File: src/rtl/iir_sample_pacer.sv
// iir_sample_pacer: input conditioning stage in front of the opti_sos biquad.
// Buffers Q2.22 samples in a FIFO, applies optional rounded headroom shift and
// issues them as single-cycle pulses spaced exactly MIN_GAP cycles apart, so
// each sample enters the section only after the previous one's feedback closed.
// Ports:
//   clk, rst_n     clock (rising edge), asynchronous active-low reset
//   in_valid/in_data/in_ready   source handshake; in_ready is combinational
//   out_valid/out_data          issue pulse and scaled sample (held between pulses)
//   flush          synchronous clear of FIFO and pacing state
//   clr_overflow   clears the sticky overflow flag
//   fill_level     registered FIFO occupancy, 0..FIFO_DEPTH
//   overflow       sticky: in_valid seen while in_ready was low
module iir_sample_pacer #(
  parameter int unsigned DATA_W     = 24,
  parameter int unsigned FIFO_DEPTH = 16,
  parameter int unsigned ADDR_W     = 4,
  parameter int unsigned MIN_GAP    = 16,
  parameter int unsigned HEADROOM   = 0
) (
  input  logic              clk,
  input  logic              rst_n,
  input  logic              in_valid,
  input  logic [DATA_W-1:0] in_data,
  output logic              in_ready,
  output logic              out_valid,
  output logic [DATA_W-1:0] out_data,
  input  logic              flush,
  input  logic              clr_overflow,
  output logic [ADDR_W:0]   fill_level,
  output logic              overflow
);

  localparam int unsigned CNT_W = ADDR_W + 1;
  localparam int unsigned GAP_W = $clog2(MIN_GAP);
  localparam logic [DATA_W:0] RND = (DATA_W+1)'((2 ** HEADROOM) / 2);

  localparam logic [1:0] S_IDLE  = 2'd0;
  localparam logic [1:0] S_ISSUE = 2'd1;
  localparam logic [1:0] S_GAP   = 2'd2;

  logic [DATA_W-1:0] mem [FIFO_DEPTH];
  logic [ADDR_W-1:0] wr_ptr;
  logic [ADDR_W-1:0] rd_ptr;
  logic [CNT_W-1:0]  count;
  logic [1:0]        state;
  logic [1:0]        state_nxt;
  logic [GAP_W-1:0]  gap_cnt;
  logic [GAP_W-1:0]  gap_nxt;
  logic              pop;
  logic              full;
  logic              empty;
  logic              wr_en;
  logic [DATA_W-1:0] rd_data;
  logic signed [DATA_W:0] rnd_sum;
  logic [DATA_W-1:0] scaled;

  assign full       = (count == CNT_W'(FIFO_DEPTH));
  assign empty      = (count == '0);
  assign in_ready   = !full && !flush;
  assign wr_en      = in_valid && in_ready;
  assign fill_level = count;
  assign rd_data    = mem[rd_ptr];

  // Rounded arithmetic shift, one extra bit so the rounding add cannot wrap
  always_comb begin
    rnd_sum = $signed({rd_data[DATA_W-1], rd_data}) + $signed(RND);
    scaled  = DATA_W'(rnd_sum >>> HEADROOM);
  end

  // Next-state logic; pop happens on every transition into ISSUE
  always_comb begin
    state_nxt = state;
    gap_nxt   = gap_cnt;
    pop       = 1'b0;
    case (state)
      S_IDLE: begin
        if (!empty) begin
          state_nxt = S_ISSUE;
          pop       = 1'b1;
        end
      end
      S_ISSUE: begin
        gap_nxt   = GAP_W'(MIN_GAP - 2);
        state_nxt = S_GAP;
      end
      S_GAP: begin
        if (gap_cnt == '0) begin
          if (!empty) begin
            state_nxt = S_ISSUE;
            pop       = 1'b1;
          end else begin
            state_nxt = S_IDLE;
          end
        end else begin
          gap_nxt = gap_cnt - GAP_W'(1);
        end
      end
      default: state_nxt = S_IDLE;
    endcase
    if (flush) begin
      state_nxt = S_IDLE;
      gap_nxt   = '0;
      pop       = 1'b0;
    end
  end

  // FSM state, pacing counter and registered issue outputs
  always_ff @(posedge clk or negedge rst_n) begin
    if (!rst_n) begin
      state     <= S_IDLE;
      gap_cnt   <= '0;
      out_valid <= 1'b0;
      out_data  <= '0;
    end else begin
      state     <= state_nxt;
      gap_cnt   <= gap_nxt;
      out_valid <= (state_nxt == S_ISSUE);
      if (pop) begin
        out_data <= scaled;
      end
    end
  end

  // FIFO pointers and occupancy; pointers wrap naturally at FIFO_DEPTH
  always_ff @(posedge clk or negedge rst_n) begin
    if (!rst_n) begin
      wr_ptr <= '0;
      rd_ptr <= '0;
      count  <= '0;
    end else if (flush) begin
      wr_ptr <= '0;
      rd_ptr <= '0;
      count  <= '0;
    end else begin
      if (wr_en) begin
        wr_ptr <= wr_ptr + ADDR_W'(1);
      end
      if (pop) begin
        rd_ptr <= rd_ptr + ADDR_W'(1);
      end
      count <= count + CNT_W'(wr_en) - CNT_W'(pop);
    end
  end

  // FIFO storage, not reset
  always_ff @(posedge clk) begin
    if (wr_en) begin
      mem[wr_ptr] <= in_data;
    end
  end

  // Sticky overflow; a new overflow wins over a simultaneous clear
  always_ff @(posedge clk or negedge rst_n) begin
    if (!rst_n) begin
      overflow <= 1'b0;
    end else if (in_valid && !in_ready && !flush) begin
      overflow <= 1'b1;
    end else if (clr_overflow) begin
      overflow <= 1'b0;
    end
  end

endmodule
File: config.mk
export PLATFORM = sky130hd
export DESIGN_NAME = iir_sample_pacer
export DESIGN_NICKNAME = d
export VERILOG_FILES = /design/src/rtl/iir_sample_pacer.sv
export SDC_FILE = /design/constraint.sdc
export NUM_CORES = 1
export LEC_CHECK = 0
export BUFFER_PORTS_ARGS = -buffer_cell sky130_fd_sc_hd__clkbuf_2
export CORE_ASPECT_RATIO = 1.4
export CORE_MARGIN = 2
export CORE_UTILIZATION = 55
export DETAILED_ROUTE_END_ITERATION = 8
export PLACE_DENSITY = 0.77
export SYNTH_ARGS = -nofsm -noshare
export SYNTH_HDL_FRONTEND = slang
export SYNTH_SLANG_ARGS = --single-unit
File: constraint.sdc
create_clock -name clk -period 9.6 [get_ports clk]
set_input_delay 1.44 -clock clk [delete_from_list [all_inputs] [get_ports clk]]
set_output_delay 1.44 -clock clk [all_outputs]
set_load 0.01 [all_outputs]
==> key figures, run 1 <==
Global route
  – Vias in the first global route: 8313
  – Remaining global-route overflow: 0
  – Total Routing Usage GR: 21.8%
  – Initial antenna violation count: 0
  – First-pass GRT wire length: 50200 um
  – Largest net degree at the start of global routing: 71

Synth
  – EDFF count, synth: 384
  – Synth warn: 0
  – Synth Area in XOR/XNOR: less than 1%
  – Largest family of logic cells by synthesized area: multiplexers
  – Post-synthesis compound-gate area fraction: 3.55%
  – Top FF cell, synth: edfxtp_1
  – Async set-reset flop share out of synthesis: roughly a tenth
  – Synth Cell Area: 16600 um^2
  – Syn_nets: approximately 830
  – Post-Synthesis Cells: ~780
  – Top-area cell type share of the netlist area: a little over two thirds
  – Syn_area_per_cell: roughly 21 um^2
  – Yosys reg bits: 429
  – Netlist cell types: 42
  – Sequential share of the synthesized area: 76.3%
  – Biggest area consumer among synthesized cells: edfxtp_1
  – Post-synthesis adder-cell area fraction: ~1.1%
  – Largest cells by area after synthesis: edfxtp_1 70%, mux4_2 13%, dfrtp_1 6.8%, mux2i_1 1.6%, nor2_1 1.0%
  – Post-synthesis simple-gate area fraction: 2.42%
  – Mux cell area share after synthesis: between 10% and 20%

Floorplanning
  – Chip Height: about 210 um
  – Starting Density: 55.6%
  – Die Wd: 151 um
  – Num rows: between 70 and 80
  – Ports: just over 60
  – Die ar.: 31600 um^2
  – Core Area: 29800 um^2

Drt
  – Via count: 7858
  – DRT Pass-1 Iters: 5
  – Post-Route WL: 33000 um
  – Vias per cell: 6.20
  – DRC: 0
  – Antenna-violating nets left: 0
  – DR iter-0 viols: 750
  – Routed len/inst: 26.0 um

Setup path
  – Crit-path slowest cell: nor3_2
  – Crit Path Class: in2reg
  – CP startpoint kind: primary input
  – CP cell instances: clkbuf_2 -> nand2b_1 -> nor2_1 -> nand2_1 -> nor3_2 -> buf_4
  – Worst Setup SP: flush
  – Setup crit end kind: flip-flop
  – Worst r2r dst: out_data[1]
  – CP required: 9820 ps
  – R2r worst-path depth: 8
  – Max incr delay on CP: 980 ps
  – Critical Path Fanout Max: 23
  – Register-to-register setup slack: approximately 6000 ps
  – Reg-to-Reg Start: gap_cnt[0]
  – CP arrival: about 4200 ps

Pwr
  – P_int: 3.55 mW
  – Lkg Pwr: 5.97 nW
  – Sequential share of power: 46.5%
  – Net switching power: 1.32 mW
  – Clock power frac: 32.1%
  – Maximum vdd drop: 0.176 mV
  – P per Cell Area: ~260 nW/um^2
  – Sw Share: 27.2%
  – Combinational group share of total power: 21.4%

Place
  – RePlAce Congestion: 0.774
  – DP HPWL: between 15000 and 20000 um
  – Place WS: 5090 ps
  – Port buffer count: 60

STA
  – Fmax: 255 MHz
  – Min Tclk post-route: 3930 ps
  – Setup TNS: 0 ps
  – RSZ-0062 raised after global routing: false
  – Worst slew pin tran: between 1000 and 1500 ps
  – Max-slew headroom: 19.1%
  – Final Hold Fails: 0
  – Setup violations, final: 0
  – Period utilisation layout: 40.9%
  – Setup ws final: between 5000 and 6000 ps
  – Max-slew violation count: 0
  – Clk_skew: 24.9 ps

Clocking
  – Clk_lat worst skew: 550 ps
  – Setup Buffers After CTS: 0
  – Clock Tree Buf Depth: 3
  – Cts repair resizes: 0
  – Total CTS buffers: 40
  – Post-CTS Hold Fix Bufs: 0
  – CTS sink count: 429
  – CTS tree: yes
  – CTS H-tree depth: 2
  – Root Driver: clkbuf_16
  – Clock-pin slew on the worst setup and hold paths: 60 ps

Finish
  – Core Util, Final: 62.5%
  – Area delta synth->final: 12.4%
  – # nets final: 894
  – Ant. Diodes: 0
  – Fraction of layout cells with a size suffix above 1: 29.0%

Flow run
  – Max-cap violations: 0

Min path
  – Hold path endpoint: overflow
  – Hold Crit Start: overflow
  – Type of the most critical hold path: reg2reg
  – Hold path cells: 2

Status
  – Status: complete, no violations
==> worst max path at each step <==
stage / end / slack (ps) / cells after the start
floorplan: mem[3][0] / 5320 / 4
global placement: mem[2][9] / 5210 / 6
detailed placement: mem[2][9] / 5090 / 6
CTS: mem[2][23] / 5620 / 6
global route: mem[2][9] / 5490 / 6
finish: mem[2][23] / 5670 / 6
==> cells in the final DEF, fill, tap and decap left out, drive strengths merged, types with 2 or more instances in the layout <==
cell,instances
clkbuf,110
bufinv,4
clkinv,17
nor2b,5
nor3,6
a21oi,6
o22ai,25
edfxtp,384
nand3,3
a21o,2
mux4,96
dfrtp,45
inv,18
nand2b,5
or3b,2
nand2,8
a2111oi,4
buf,11
a221oi,26
mux2i,26
ha,13
nand3b,2
xnor2,6
nor2,45
==> cells by family after synthesis <==
logic type / after synthesis
muxes: 122
AOI/OAI and AO/OA: 68
buffers and inverters: 60
xor gates and xnor gates: 7
and+or+nand+nor: 83
adders and majority gates: 14
DFF: 429
==> layout make-up <==
type | instances | area, um^2
clock buffer | 50 | 1060
clock inverter | 24 | 225
fill | 1998 | 11200
inverter | 15 | 56.3
multi-input combinational | 294 | 3770
sequential | 429 | 12700
tap | 385 | 482
timing repair buffer | 71 | 383
==> layer usage <==
metal / vias up / GRT usage [%] / wire length, um
li1: 3374 / - / -
met1: 4125 / 29.1 / 12700
met2: 304 / 37.2 / 17500
met3: 55 / 3.35 / 2040
met4: 0 / 6.90 / 802
met5: - / 0 / 0
==> cells in the mapped netlist, types with 6 or more instances <==
master	instances
dfrtp_1	45
nor3_1	6
xnor2_1	6
mux2i_1	26
a221oi_2	10
ha_1	13
clkbuf_1	19
o22ai_1	25
a221oi_1	16
nand2_1	8
a21oi_1	6
edfxtp_1	384
inv_1	15
nor2_1	45
mux4_2	96
buf_2	17
==> per-stage QoR <==
| stage | instances | cell area [um^2] | hold slack, ps | power (mW) |
|---|---|---|---|---|
| 5_1_grt | 1268 | 18600 | 568 | 5.08 |
| 6_report | 1268 | 18600 | 532 | 4.87 |
| 3_5_place_dp | 1194 | 17400 | 530 | 3.35 |
| 4_1_cts | 1268 | 18600 | 538 | 4.91 |
| 3_3_place_gp | 1194 | 17400 | 530 | 3.33 |
| 2_1_floorplan | 783 | 16600 | 514 | 3.06 |
==> flip-flops by register name, indices dropped and copies added, names as in the netlist <==
signal,cells
fill_level,5
gap_cnt,4
mem,384
out_data,24
out_valid,1
overflow,1
rd_ptr,4
state,2
wr_ptr,4
==> power by group through the flow <==
stage	Sequential [mW]	Combinational [mW]	Clock (mW)
floorplan	2.27	0.791	0
global placement	2.30	1.02	0
detailed placement	2.30	1.05	0
CTS	2.27	1.06	1.58
global route	2.28	1.15	1.65
finish	2.27	1.04	1.56
==> critical path: cells and delay by family <==
family,cells,cell delay [ps]
and+or+nand+nor,4,1960
buffers and inverters,2,730
No activity file was read; power rests on OpenSTA's default activity.
==> run 2, diff against run 1 <==
==> constraint.sdc (replaced) <==
create_clock -name clk -period 3.9 [get_ports clk]
set_input_delay 0.585 -clock clk [delete_from_list [all_inputs] [get_ports clk]]
set_output_delay 0.585 -clock clk [all_outputs]
set_load 0.01 [all_outputs]
==> key figures, run 2 (synthesis results as in run 1) <==
Finish
  – Ant. Diodes: 0 (unchanged)
  – Commonest non-fill, non-tap cell in the layout: edfxtp_1
  – Most flops, register: mem
  – # nets final: 910 (+1.8%)
  – Fraction of layout cells with a size suffix above 1: 30.9% (+1.9 points)
  – Area delta synth->final: 13.2%
  – Most frequent cells in the layout: 384 x edfxtp_1, 96 x mux4_2, 60 x clkbuf_2, 42 x dfrtp_1, 39 x clkbuf_16
  – Max reg flops: 384 (unchanged)
  – Core Util, Final: 62.9% (+0.47 points)

STA
  – Fmax: 320 MHz
  – Min Tclk post-route: 3130 ps
  – RSZ-0062 raised after global routing: false
  – Worst slew pin tran: 1200 ps (-8.61 ps)
  – Max-slew headroom: 20.1% (+1.0 points)
  – Setup TNS: 0 ps (unchanged)
  – Setup violations, final: 0 (unchanged)
  – Period utilisation layout: 80.2%
  – Max-slew violation count: 0 (unchanged)
  – Clk_skew: 10.9 ps (-14.0 ps)
  – Final Hold Fails: 0 (unchanged)

Flow run
  – Max-cap violations: 0 (unchanged)

Global route
  – First-pass GRT wire length: 50900 um (+1.4%)
  – Largest net degree at the start of global routing: 55 (-23%)
  – Total Routing Usage GR: 22.2% (+0.39 points)
  – Vias in the first global route: 8320 (+0.084%)
  – Remaining global-route overflow: 0 (unchanged)
  – Initial antenna violation count: 0 (unchanged)

Setup path
  – Critical Path Fanout Max: 7 (-70%)
  – CP cell instances: inv_1 -> ha_1 -> or3b_1 -> a2111oi_4 -> ha_1 -> inv_1 -> ha_1 -> inv_1 -> fa_1 -> nor2b_1 -> o21bai_1 -> nand3_1 -> nor3b_1
  – Crit Path Class: reg2reg
  – R2r worst-path depth: 13 (+5)
  – CP required: 4340 ps (-5480 ps)
  – WP buf/inv: 3 (+1)
  – CP arrival: 3570 ps (-580 ps)
  – Worst r2r dst: fill_level[4]
  – Reg-to-Reg Start: gap_cnt[0]
  – Cell family with most CP delay: adder cells
  – Max incr delay on CP: 480 ps (-500 ps)
  – Setup crit end kind: flip-flop
  – Crit-path slowest cell: or3b_1
  – Register-to-register setup slack: 770 ps (-5280 ps)
  – CP startpoint kind: flip-flop

Pwr
  – Sequential share of power: 47.2% (+0.7 points)
  – P per Cell Area: 636 nW/um^2 (+140%)
  – Maximum vdd drop: 0.489 mV (+180%)
  – P_int: 8.73 mW (+150%)
  – Lkg Pwr: 6.06 nW (+1.4%)
  – Clock power frac: 31.7% (-0.4 points)
  – Combinational group share of total power: 21.2% (-0.2 points)
  – Net switching power: 3.21 mW (+140%)
  – Sw Share: 26.9% (-0.31 points)

Status
  – Status: complete, no violations

Clocking
  – Clock Tree Buf Depth: 3 (unchanged)
  – Clk_lat worst skew: 530 ps (-20 ps)
  – Total CTS buffers: 39 (-2.5%)
  – Setup Buffers After CTS: 0 (unchanged)
  – Cts repair resizes: 0 (unchanged)
  – Clock-pin slew on the worst setup and hold paths: 60 ps (about the same)
  – CTS H-tree depth: 2 (unchanged)
  – Root Driver: clkbuf_16
  – Post-CTS Hold Fix Bufs: 0 (unchanged)
  – CTS sink count: 429 (unchanged)
  – CTS tree: yes

Drt
  – Routed len/inst: 26.3 um (+1.3%)
  – Via count: 7942 (+1.1%)
  – DRT Pass-1 Iters: 5 (unchanged)
  – Post-Route WL: 33800 um (+2.3%)
  – DR iter-0 viols: 836 (+11%)
  – Vias per cell: 6.20 (about the same)
  – DRC: 0 (unchanged)
  – Antenna-violating nets left: 0 (unchanged)

Place
  – Port buffer count: 60 (unchanged)
  – DP HPWL: 18400 um (+5.7%)
  – RePlAce Congestion: 0.774 (about the same)

Floorplanning
  – Num rows: 75 (unchanged)
  – Die ar.: 31600 um^2 (unchanged)
  – Ports: 61 (unchanged)
  – Die Wd: 151 um (unchanged)
  – Core Area: 29800 um^2 (unchanged)
  – Chip Height: 209 um (unchanged)
  – Starting Density: 55.6% (unchanged)

Min path
  – Type of the most critical hold path: in2async
==> run 2: metal layers <==
metal	track usage, %	share of wire, %
met1	29.6	38
met2	37.1	52
met3	4.24	6.7
met4	7.57	2.9
met5	0	0
==> run 2: how the worst max path moves through the flow <==
stage,startpoint,endpoint,slack [ps],cells past startpoint
floorplan,fill_level[2],mem[3][0],370,6
global placement,gap_cnt[0],fill_level[4],840,13
detailed placement,gap_cnt[0],fill_level[4],770,13
CTS,gap_cnt[0],fill_level[4],740,13
global route,gap_cnt[0],fill_level[4],480,13
finish,gap_cnt[0],fill_level[4],770,13
==> run 2: worst reg2reg max path, stage by stage, from the launching register on <==
cell	delay (ps)
dfrtp_1	400
inv_1	100
ha_1	140
or3b_1	480
a2111oi_4	450
ha_1	290
inv_1	50
ha_1	160
inv_1	60
fa_1	410
nor2b_1	160
o21bai_1	100
nand3_1	90
nor3b_1	170
==> run 2: final cells by class <==
class | count | area, um^2
multi-input combinational | 294 | 3770
inverter | 15 | 56.3
fill | 1986 | 11100
timing repair buffer | 88 | 548
sequential | 429 | 12700
clock inverter | 25 | 262
tap | 385 | 482
clock buffer | 45 | 998
==> run 2: through the flow <==
stage | setup slack (ps) | power [mW] | hold WS [ps] | instance area, um^2 | std cells
final | 771 | 11.9 | 224 | 18800 | 1281
after global placement | 840 | 8.19 | 521 | 17500 | 1211
after CTS | 742 | 12.0 | 226 | 18800 | 1281
after global routing | 479 | 12.4 | 237 | 18800 | 1281
after floorplan | 365 | 7.53 | 289 | 16600 | 783
after detailed placement | 768 | 8.27 | 526 | 17500 | 1211
==> run 2: power groups by stage <==
stage | Clock [mW] | Sequential, mW | Combinational (mW)
floorplan | 0 | 5.59 | 1.95
global placement | 0 | 5.71 | 2.48
detailed placement | 0 | 5.72 | 2.54
CTS | 3.84 | 5.64 | 2.57
global route | 3.99 | 5.67 | 2.76
finish | 3.78 | 5.63 | 2.53
==> run 3, diff against run 2 <==
==> constraint.sdc (replaced) <==
create_clock -name clk -period 3.13 [get_ports clk]
set_input_delay 0.4695 -clock clk [delete_from_list [all_inputs] [get_ports clk]]
set_output_delay 0.4695 -clock clk [all_outputs]
set_load 0.01 [all_outputs]
==> key figures, run 3 (synthesis results as in run 1) <==
Finish
  – Final cell count without fillers: 1295 (+1.1%)
  – Fraction of layout cells with a size suffix above 1: 33.0% (+2.1 points)
  – Ant. Diodes: 0 (unchanged)
  – # nets final: 923 (+1.4%)
  – Area delta synth->final: 14.9%
  – Most flops, register: mem
  – Most frequent cells in the layout: 384 x edfxtp_1, 96 x mux4_2, 60 x clkbuf_2, 43 x clkbuf_16, 42 x dfrtp_1
  – Max reg flops: 384 (unchanged)
  – Commonest non-fill, non-tap cell in the layout: edfxtp_1

Drt
  – Via count: 8260 (+4.0%)
  – Met3 WL: 3160 um (+40%)
  – Antenna-violating nets left: 0 (unchanged)
  – Met1 Wirelength: 13200 um (+1.7%)
  – DR WL met2: 18400 um (+5.0%)
  – DRT Pass-1 Iters: 7 (+2)
  – Vias per cell: 6.38 (+2.9%)
  – DRC: 0 (unchanged)
  – DR iter-0 viols: 843 (+0.84%)
  – Top layer in use: met4
  – Routed len/inst: 28.1 um (+6.7%)
  – Post-Route WL: 36400 um (+7.8%)

STA
  – Clk_skew: 15.1 ps (+4.24 ps)
  – Setup ws final: 275 ps (-496 ps)
  – RSZ-0062 raised after global routing: false
  – Max-slew violation count: 0 (unchanged)
  – Fmax: 350 MHz (+9.6%)
  – Period utilisation layout: 91.2% (+11 points)
  – Setup violations, final: 0 (unchanged)
  – Final Hold Fails: 0 (unchanged)
  – Max-slew headroom: 45.2% (+25 points)
  – Worst slew pin tran: 823 ps (-376 ps)
  – Min Tclk post-route: 2850 ps (-274 ps)
  – Setup TNS: 0 ps (unchanged)

Global route
  – Remaining global-route overflow: 0 (unchanged)
  – Total Routing Usage GR: 23.7% (+1.5 points)
  – Vias in the first global route: 8619 (+3.6%)
  – First-pass GRT wire length: 53300 um (+4.9%)
  – Largest net degree at the start of global routing: 50 (-9.1%)
  – Initial antenna violation count: 0 (unchanged)

Setup path
  – Setup crit end kind: flip-flop
  – CP cell instances: inv_1 -> ha_1 -> or3b_4 -> a2111oi_4 -> ha_1 -> inv_1 -> ha_1 -> inv_1 -> fa_2 -> nor2b_2 -> o21bai_1 -> a21oi_2 -> nor3b_2
  – Max incr delay on CP: 400 ps (-80 ps)
  – CP required: 3550 ps (-790 ps)
  – CP startpoint kind: flip-flop
  – CP arrival: 3270 ps (-300 ps)
  – Crit Path Class: reg2reg
  – Critical Path Fanout Max: 4 (-3)
  – Crit-path slowest cell: dfrtp_1
  – WP buf/inv: 3 (unchanged)
  – Cell family with most CP delay: adder cells

Place
  – Port buffer count: 60 (unchanged)
  – DP HPWL: 19000 um (+3.2%)
  – Place WS: 87.7 ps (-681 ps)
  – RePlAce Congestion: 0.752 (-2.9%)
  – Placed Instances: 1222 (+0.91%)

Pwr
  – P per Cell Area: 808 nW/um^2 (+27%)
  – Lkg Pwr: 6.19 nW (+2.2%)
  – Maximum vdd drop: 0.448 mV (-8.2%)

Clocking
  – Clock-pin slew on the worst setup and hold paths: 70 ps (about the same)
  – CTS tree: yes
  – Clock Tree Buf Depth: 3 (unchanged)
  – Root Driver: clkbuf_16
  – Clk_lat worst skew: 530 ps (about the same)
  – Setup Buffers After CTS: 0 (unchanged)
  – CTS sink count: 429 (unchanged)
  – Total CTS buffers: 40 (+2.6%)
  – CTS H-tree depth: 2 (unchanged)

Flow run
  – Max-cap violations: 0 (unchanged)

Floorplanning
  – Core Area: 29800 um^2 (unchanged)
  – Num rows: 75 (unchanged)
  – Ports: 61 (unchanged)
  – Die Wd: 151 um (unchanged)
  – Die ar.: 31600 um^2 (unchanged)
  – Starting Density: 55.6% (unchanged)
  – Chip Height: 209 um (unchanged)

Status
  – Status: complete, no violations

Min path
  – Type of the most critical hold path: in2reg
==> run 3: cell count changes in the layout (fill, tap and decap cells not counted), sizes merged <==
| cell | delta |
|---|---|
| buf | +11 |
| clkbuf | +6 |
| clkinv | -1 |
| clkinvlp | -4 |
| dlygate4sd3 | +1 |
| inv | +1 |
==> run 3: routing by layer <==
metal | vias up | track usage [%]
li1 | 3422 | -
met1 | 4264 | 31.2
met2 | 464 | 38.2
met3 | 110 | 4.87
met4 | 0 | 10.9
met5 | - | 0
==> run 3: metrics by stage <==
step                hold WS, ps  util (%)  total power, mW  area (um^2)
global route                128      63.9             16.0        19100
detailed placement          476      59.1             10.4        17600
global placement            473      59.1             10.2        17600
floorplan                   174         -             9.39        16600
CTS                         116      63.8             15.5        19000
finish                      130      63.9             15.4        19100
==> run 3: what timing repair did <==
item                       CTS  global route
hold buffers                 1             0
gates resized for setup      1             5
hold endpoints to repair    13             0
pin swaps                    0             3
setup endpoints to repair    1             1
==> run 3: worst register-to-register path, cell delays in order, from the launching register on <==
cell       delay, ps
dfrtp_1          400
inv_1             90
ha_1             130
or3b_4           400
a2111oi_4        320
ha_1             280
inv_1             60
ha_1             160
inv_1             60
fa_2             370
nor2b_2          150
o21bai_1         100
a21oi_2          150
nor3b_2           60
==> run 3: final cells by class <==
cell class | count | area [um^2]
Clock buffer | 51 | 1150
Clock inverter | 21 | 238
Fill cell | 1935 | 10800
Inverter | 15 | 56.3
Multi-Input combinational cell | 294 | 3800
Sequential cell | 429 | 12700
Tap cell | 385 | 482
Timing Repair Buffer | 100 | 666
==> run 3: final timing paths <==
kind	end	cells past startpoint	slack [ps]	from
max reg2reg	fill_level[4]	13	280	gap_cnt[1]
min reg2reg	overflow	2	540	overflow
min in group asynchronous	out_data[5]	2	440	rst_n
max	fill_level[4]	13	280	gap_cnt[1]
min	overflow	2	130	clr_overflow
max in group asynchronous	rd_ptr[1]	3	1790	rst_n
==> run 3: power by group <==
group / leakage (nW) / total (mW) / internal [mW] / switching, mW
sequential: 4.00 / 7.02 / 6.59 / 0.434
clock: 0.692 / 5.07 / 3.02 / 2.05
combinational: 1.50 / 3.30 / 1.65 / 1.65
